`src/rtl/subpel_tile_scheduler.sv`:
```
// Tile sequencer for subpixel_interpolation: fetches TILE reference rows into a local
// buffer, then releases the interpolator for a fixed window and pulses done.
module subpel_tile_scheduler #(
  parameter int PIX_W         = 8,
  parameter int TILE          = 15,
  parameter int ROW_W         = TILE * PIX_W,
  parameter int ADDR_W        = 12,
  parameter int RD_LAT        = 1,
  parameter int INTERP_CYCLES = 28
) (
  input  logic              clk,
  input  logic              rst,
  input  logic              req_valid,
  output logic              req_ready,
  input  logic [ADDR_W-1:0] req_base,
  input  logic              abort,
  output logic              mem_rd_en,
  output logic [ADDR_W-1:0] mem_addr,
  input  logic [ROW_W-1:0]  mem_rd_data,
  output logic              ip_rst,
  input  logic [7:0]        ip_next_row,
  output logic [ROW_W-1:0]  ip_in_row,
  output logic              busy,
  output logic              done,
  output logic              row_err
);

  localparam int CNT_MAX = (TILE > INTERP_CYCLES) ? ((TILE > RD_LAT) ? TILE : RD_LAT)
                                                  : ((INTERP_CYCLES > RD_LAT) ? INTERP_CYCLES : RD_LAT);
  localparam int CNT_W   = $clog2(CNT_MAX + 1);
  localparam int TAG_W   = (TILE > 1) ? $clog2(TILE) : 1;

  typedef enum logic [2:0] {IDLE, LOAD, DRAIN, RUN, DONE} state_t;

  state_t             state, state_nx;
  logic [CNT_W-1:0]   cnt, cnt_nx;
  logic [ADDR_W-1:0]  base;
  logic               hold;
  logic               accept;
  logic               kill;
  logic               wr_en;
  logic [RD_LAT-1:0]  tag_vld;
  logic [TAG_W-1:0]   tag_k [RD_LAT];
  logic [ROW_W-1:0]   row_buf [TILE];

  assign accept = (state == IDLE) && req_valid && !abort;
  assign kill   = abort && (state != IDLE);
  assign wr_en  = tag_vld[RD_LAT-1] && !kill;

  always_ff @(posedge clk or negedge rst) begin
    if (!rst) begin
      state <= IDLE;
      cnt   <= '0;
    end else begin
      state <= state_nx;
      cnt   <= cnt_nx;
    end
  end

  // RUN lasts INTERP_CYCLES-1 cycles; the DONE cycle completes the ip_rst=1 window.
  always_comb begin
    state_nx = state;
    cnt_nx   = cnt;
    unique case (state)
      IDLE: begin
        if (accept) begin
          state_nx = LOAD;
          cnt_nx   = '0;
        end
      end
      LOAD: begin
        if (cnt == CNT_W'(TILE - 1)) begin
          state_nx = DRAIN;
          cnt_nx   = '0;
        end else begin
          cnt_nx = cnt + 1'b1;
        end
      end
      DRAIN: begin
        if (cnt == CNT_W'(RD_LAT - 1)) begin
          state_nx = RUN;
          cnt_nx   = '0;
        end else begin
          cnt_nx = cnt + 1'b1;
        end
      end
      RUN: begin
        if (cnt == CNT_W'(INTERP_CYCLES - 2)) begin
          state_nx = DONE;
          cnt_nx   = '0;
        end else begin
          cnt_nx = cnt + 1'b1;
        end
      end
      DONE: begin
        state_nx = IDLE;
        cnt_nx   = '0;
      end
      default: begin
        state_nx = IDLE;
        cnt_nx   = '0;
      end
    endcase
    if (kill) begin
      state_nx = IDLE;
      cnt_nx   = '0;
    end
  end

  always_comb begin
    busy      = (state != IDLE);
    req_ready = (state == IDLE) && !abort;
    mem_rd_en = (state == LOAD);
    mem_addr  = (state == LOAD) ? base + ADDR_W'(cnt) : '0;
    done      = (state == DONE);
    ip_rst    = (state == RUN) || (state == DONE) || ((state == IDLE) && hold);
  end

  always_ff @(posedge clk or negedge rst) begin
    if (!rst) begin
      base    <= '0;
      hold    <= 1'b0;
      row_err <= 1'b0;
    end else begin
      if (accept) begin
        base <= req_base;
      end
      if ((state == DONE) && !abort) begin
        hold <= 1'b1;
      end else if (accept || kill) begin
        hold <= 1'b0;
      end
      if (accept) begin
        row_err <= 1'b0;
      end else if (ip_rst && (ip_next_row >= 8'(TILE))) begin
        row_err <= 1'b1;
      end
    end
  end

  // Row index travels alongside the read so capture needs no data-valid from memory.
  always_ff @(posedge clk or negedge rst) begin
    if (!rst) begin
      tag_vld <= '0;
      for (int unsigned i = 0; i < RD_LAT; i++) begin
        tag_k[i] <= '0;
      end
    end else if (kill) begin
      tag_vld <= '0;
    end else begin
      tag_vld[0] <= (state == LOAD);
      tag_k[0]   <= TAG_W'(cnt);
      for (int unsigned i = 1; i < RD_LAT; i++) begin
        tag_vld[i] <= tag_vld[i-1];
        tag_k[i]   <= tag_k[i-1];
      end
    end
  end

  always_ff @(posedge clk or negedge rst) begin
    if (!rst) begin
      for (int unsigned i = 0; i < TILE; i++) begin
        row_buf[i] <= '0;
      end
    end else if (wr_en) begin
      row_buf[tag_k[RD_LAT-1]] <= mem_rd_data;
    end
  end

  always_comb begin
    ip_in_row = '0;
    if (ip_next_row < 8'(TILE)) begin
      ip_in_row = row_buf[ip_next_row[TAG_W-1:0]];
    end
  end

endmodule

```
`config.mk`:
```
export PLATFORM = sky130hd
export DESIGN_NAME = subpel_tile_scheduler
export DESIGN_NICKNAME = d
export VERILOG_FILES = /design/src/rtl/subpel_tile_scheduler.sv
export SDC_FILE = /design/constraint.sdc
export NUM_CORES = 2
export LEC_CHECK = 0
export CAP_MARGIN = 25
export CORE_ASPECT_RATIO = 1.5
export CORE_UTILIZATION = 55
export CTS_BUF_LIST = sky130_fd_sc_hd__clkbuf_8
export DETAILED_ROUTE_END_ITERATION = 10
export HOLD_SLACK_MARGIN = 0.1
export PLACE_DENSITY = 0.78
export SKIP_LAST_GASP = 1
export SYNTH_ARGS = -nofsm -noshare
export SYNTH_HDL_FRONTEND = slang
export SYNTH_SLANG_ARGS = --single-unit
```
`constraint.sdc`:
```
create_clock -name clk -period 5.3 [get_ports clk]
set_input_delay 0.53 -clock clk [delete_from_list [all_inputs] [get_ports clk]]
set_output_delay 0.53 -clock clk [all_outputs]
set_load 0.005 [all_outputs]
```
Word level (Yosys, flattened, before mapping) --
Cells that the tools add are included.
Storage, ports and cells: memories 0, latch bits 0, memory bits (read-only) 0, RAM bits 0, register bits 1827, output and inout port bits 138, word-level logic and storage cells 86, bits of input ports 144
Cells by class: $mul 0, order comparisons 5, mux-type cells 25, shift-type cells 0, bitwise logic cells 2, div/mod/pow operators 0, reductions and logical operators 20, $add $sub $neg 2, equality and inequality tests 10
Operators by type and width (number):
- $bwmux 1800 | 1
- $bmux 120 s4 | 1
- $demux 120 s4 | 1
- $mux 120 | 4
- $mux 5 | 5
- $pmux 5 s4 | 1
- $mux 3 | 5
- $add 12x5->12 | 1
- $mux 12 | 1
- $pmux 3 s4 | 1
- $ge 5x5->1 const B | 2
- $not 4->5 | 2
- $logic_and 1x1->1 | 9
- $ne 3x3->1 const B | 3
- $ge 8x4->1 const B | 1
- $lt 8x4->1 const B | 1
- $eq 3x2->1 const B | 2
- $add 5x1->5 const B | 1
- $eq 5x4->1 const B | 1
- $eq 5x5->1 const B | 1
- $logic_not 5->1 | 1
- $lt 5x1->1 const B | 1
- $mux 1 | 5
- $reduce_and 4->1 | 1
- 8 further kinds | 12

Depth between registers and ports, before layout --
depth after elaboration 6, mapped depth 8

Worst setup path before layout --
No wires, ideal clock.
path kind input to output, start input ip_next_row[1], end output ip_in_row[60], arrival time 2037 ps, slack 2733 ps, stages 7, data required time 4770 ps, cells stage by stage clkbuf_1 > buf_2 > clkbuf_1 > buf_1 > mux4_2 > mux2i_1 > o22ai_1
Between the ends: word-level cells in the longest chain between the ends 5, elaborated cells between the ends (all ways) 6
Ends and longest elaborated chain:
- start: declaration | RTL line 21 | input logic [7:0] ip_next_row,
- $not 4->5 (not written as such) | RTL line 173 | ip_in_row = row_buf[ip_next_row[TAG_W-1:0]];
- $bmux 120 s4 | RTL line 173
- $mux 120 (not written as such) (2 in a row) | RTL line 173
- $mux 120 * | RTL line 172 | if (ip_next_row < 8'(TILE)) begin
- end: declaration | RTL line 22 | output logic [ROW_W-1:0] ip_in_row,
Mark *: on every way between the ends. The rest lies on a longest branch, timed or not. The select of a mux whose other input is x is not followed.

Worst setup path in the final report --
start register cnt[0], end output mem_addr[8]
Between the ends: word-level cells in the longest chain between the ends 2
Ends and longest elaborated chain:
- start: declaration | RTL line 36 | logic [CNT_W-1:0] cnt, cnt_nx;
- start signal: assignment | RTL line 56 | cnt <= cnt_nx;
- $add 12x5->12 | RTL line 114 | mem_addr = (state == LOAD) ? base + ADDR_W'(cnt) : '0;
- $mux 12 | RTL line 114
- end: declaration | RTL line 18 | output logic [ADDR_W-1:0] mem_addr,
No other way between the ends.

==> qor.csv <==
stage,metric,value,unit
clock_tree,cts_tree,yes,
timing,fin_crit_sh,0.7824,
floorplan,std_cell_rows,174,
worst_setup_path,worst_r2r_startpoint,state[1],
worst_setup_path,setup.worst_path.class,reg2out,
global_routing,grt_pass1_vias,51570,
yosys,synthTopCellsByArea,"dfrtp_1 (55%), mux2_2 (24%), mux4_2 (9.8%)",
floorplan,dieArea,0.1522,mm²
global_routing,grt_usage,0.2646,
clock_tree,insertion_delay,1.00,ns
place,gp_congestion,0.7501,
place,place_ws,1.246,ns
timing,finalSetupTns,0,ns
timing,relSlewSlack,0.2967,
worst_setup_path,crit_arrival,3.62,ns
worst_setup_path,setup.worst_path.end_class,primary output,
final_layout,final_layout_size_suffix_gt1_frac,0.4650,
timing,finalClockSkew,0.04106,ns
global_routing,grt-ovfl-total,0,
timing,fin_crit,4.147,ns
clock_tree,cts.htree.levels,5,
drt,drc,0,
floorplan,start_util,0.5537,
drt,antenna_left,0,
timing,fmax,241.1,MHz
global_routing,grt_start_max_net_pins,166,
drt,drt-total-wl,198.6,mm
yosys,synth-edff-count,0,
clock_tree,cts.sinks,1827,
yosys,syn_nets,5395,
final_layout,fin_area,0.09324,mm²
final_layout,fin_nets,5580,
timing,drv_slew,0,
yosys,yosysUniqueCellTypes,51,
yosys,seq_area_frac_synth,0.5520,
drt,via_count,47100,
yosys,ys.flop_type,dfrtp_1,
worst_setup_path,worstSetupStartpoint,cnt[0],
place,port_buffers,281,
yosys,synth_top_cell_area_share,0.5520,
timing,timing.final.ws_setup,1.153,ns
worst_setup_path,start_kind,flop,
clock_tree,clkTransAtPathRegs,0.06,ns
drt,dr.pass1.iters,5,
job,cap_violations,0,
clock_tree,clockBufferDepth,4,
timing,finalSetupViolCount,0,
clock_tree,cts_setup_buffers,0,
floorplan,die_y,477.3,µm
drt,drt_iter0_markers,2989,
final_layout,area_delta_synth_final,12.58,%
min_path,hold_class,in2async,
worst_setup_path,path_max_fanout,6,
pwr,p_per_area,335.0,mW/mm²
yosys,yosysTopAreaCell,dfrtp_1,
place,placed_cell_area,0.08733,mm²
global_routing,grt_antenna_before_repair,25,
pwr,vdd_drop_max,0.2084,mV
yosys,syn_area_per_cell,15.80,µm²
yosys,synth_cells,5242,
floorplan,core_area,0.1496,mm²
timing,rsz0062_at_grt,false,
yosys,netlist_area,0.08282,mm²
place,dp_cells,7053,
drt,vias_per_cell,6.231,
timing,timing.final.hold_violations,0,
floorplan,die_w,318.8,µm
timing,worstMarginPinSlew,1.055,ns
floorplan,ios,282,
worst_setup_path,crit_required,4.77,ns
status,status,"finished, final reports clean",
yosys,ys_seq_elements,1827,
place,hpwlAfterDp,106.5,mm
clock_tree,numCtsBuffers,294,
yosys,async_reset_ff_frac,1.000,
global_routing,grt_pass1_wl,308.6,mm
drt,avgRoutedWirePerCell,26.28,µm
pwr,p_leak,0.04560,µW
yosys,yosys_warnings,0,
clock_tree,root_buffer,clkbuf_8,
final_layout,final_cells,7558,
==> cell usage in the layout, fill, tap and decap left out, types with 3 or more instances in the layout <==
cell and instances:
a211oi_1 3, a21oi_1 15, a22o_1 3, buf_12 51, buf_4 38, buf_8 3
bufinv_16 5, clkbuf_8 374, clkdlybuf4s50_1 277, clkinv_2 18, clkinvlp_4 3, dfrtp_1 1827
diode_2 9, dlygate4sd3_1 13, ha_1 8, inv_1 87, mux2_1 88, mux2_2 1730
mux2i_1 361, mux4_2 360, nand2_1 10, nand2_4 13, nand3_1 5, nand3_4 4
nand4_1 3, nor2_1 10, nor2b_1 3, o21ai_0 10, o22ai_1 120, o2bb2ai_1 120
o31ai_1 4, or3_1 4, or4_1 3
==> critical path, stage by stage, from the launching register on <==
cell             delay (ns)
dfrtp_1                0.45
ha_1                   0.28
fa_1                   0.44
a211o_1                0.28
a21oi_1                0.32
o21ai_0                0.15
a21oi_1                0.17
clkdlybuf4s50_1        0.55
==> synth_stat cells, types with 3 or more instances <==
master and instances:
nor2_1 10, o31ai_1 4, nor2b_1 4, mux4_2 360
buf_1 37, a211oi_1 3, a21oi_1 15, nand2_1 23
buf_4 11, mux2i_1 361, a22o_1 3, inv_1 7
buf_2 191, or4_1 3, mux2_2 1730, o21ai_0 10
dfrtp_1 1827, nand3_1 9, o22ai_1 120, buf_6 11
nand4_1 3, o2bb2ai_1 120, clkbuf_1 245, mux2_1 88
ha_1 8, or3_1 4
==> final cells by class <==
type,instances,area (µm²)
Fill cell,10810,56330
Sequential cell,1827,45720
Multi-Input combinational cell,2913,35010
Clock buffer,374,5147
Timing Repair Buffer,384,4309
Tap cell,1936,2422
Clock inverter,108,580.6
Inverter,7,26.28
Antenna cell,9,22.52
==> flip-flops by register name (all words and copies together), names as in the netlist <==
name	count
state	3
base	12
tag_vld	1
row_err	1
row_buf	1800
cnt	5
tag_k	4
hold	1
==> cell families after synthesis <==
kind of cell	count (synthesis)	share of synthesized area
compound gates	285	0.02534
xor+xnor	2	0.0002115
fa+ha+maj	9	0.001450
buf+inv	502	0.02713
flops	1827	0.5520
mux	2539	0.3887
simple gates	78	0.005137
==> power by group <==
group          total, µW  internal (µW)  switching (µW)  leakage, µW
registers          15900          15300             639       0.0249
clock network      12000           6530            5440      0.00327
logic               3370           1940            1430       0.0174
==> timing repair <==
item	4_1_cts	5_1_grt
hold endpoints to repair	261	0
hold buffers	13	0
gates resized for setup	0	0
==> routing by layer <==
| layer | vias to the layer above | track usage | wire length [µm] |
|---|---|---|---|
| met5 | - | 0 | 167 |
| met4 | 26 | 0.08063 | 4550 |
| met3 | 324 | 0.05189 | 10560 |
| met2 | 1152 | 0.4373 | 98360 |
| met1 | 25620 | 0.3545 | 85000 |
| li1 | 19980 | - | - |
==> through the flow <==
| stage | util | hold WS, ns | total power (µW) |
|---|---|---|---|
| finish | 0.6234 | 0.1200 | 31240 |
| global route | 0.6233 | 0.1778 | 32530 |
| CTS | 0.6230 | 0.1120 | 31540 |
| detailed placement | 0.5839 | 0.4808 | 19530 |
| global placement | 0.5839 | 0.4728 | 19310 |
| floorplan | - | 0.2344 | 18330 |
==> final timing paths <==
check,slack [ns],depth (start not counted),end
max,1.15,7,mem_addr[8]
max in group asynchronous,3.56,3,row_buf[1061]
max reg2reg,1.75,5,row_buf[149]
min in group clk,0.24,2,row_err
min,0.12,2,row_buf[1337]
min reg2reg,0.49,1,row_buf[175]
No activity file was read; power rests on OpenSTA's default activity.
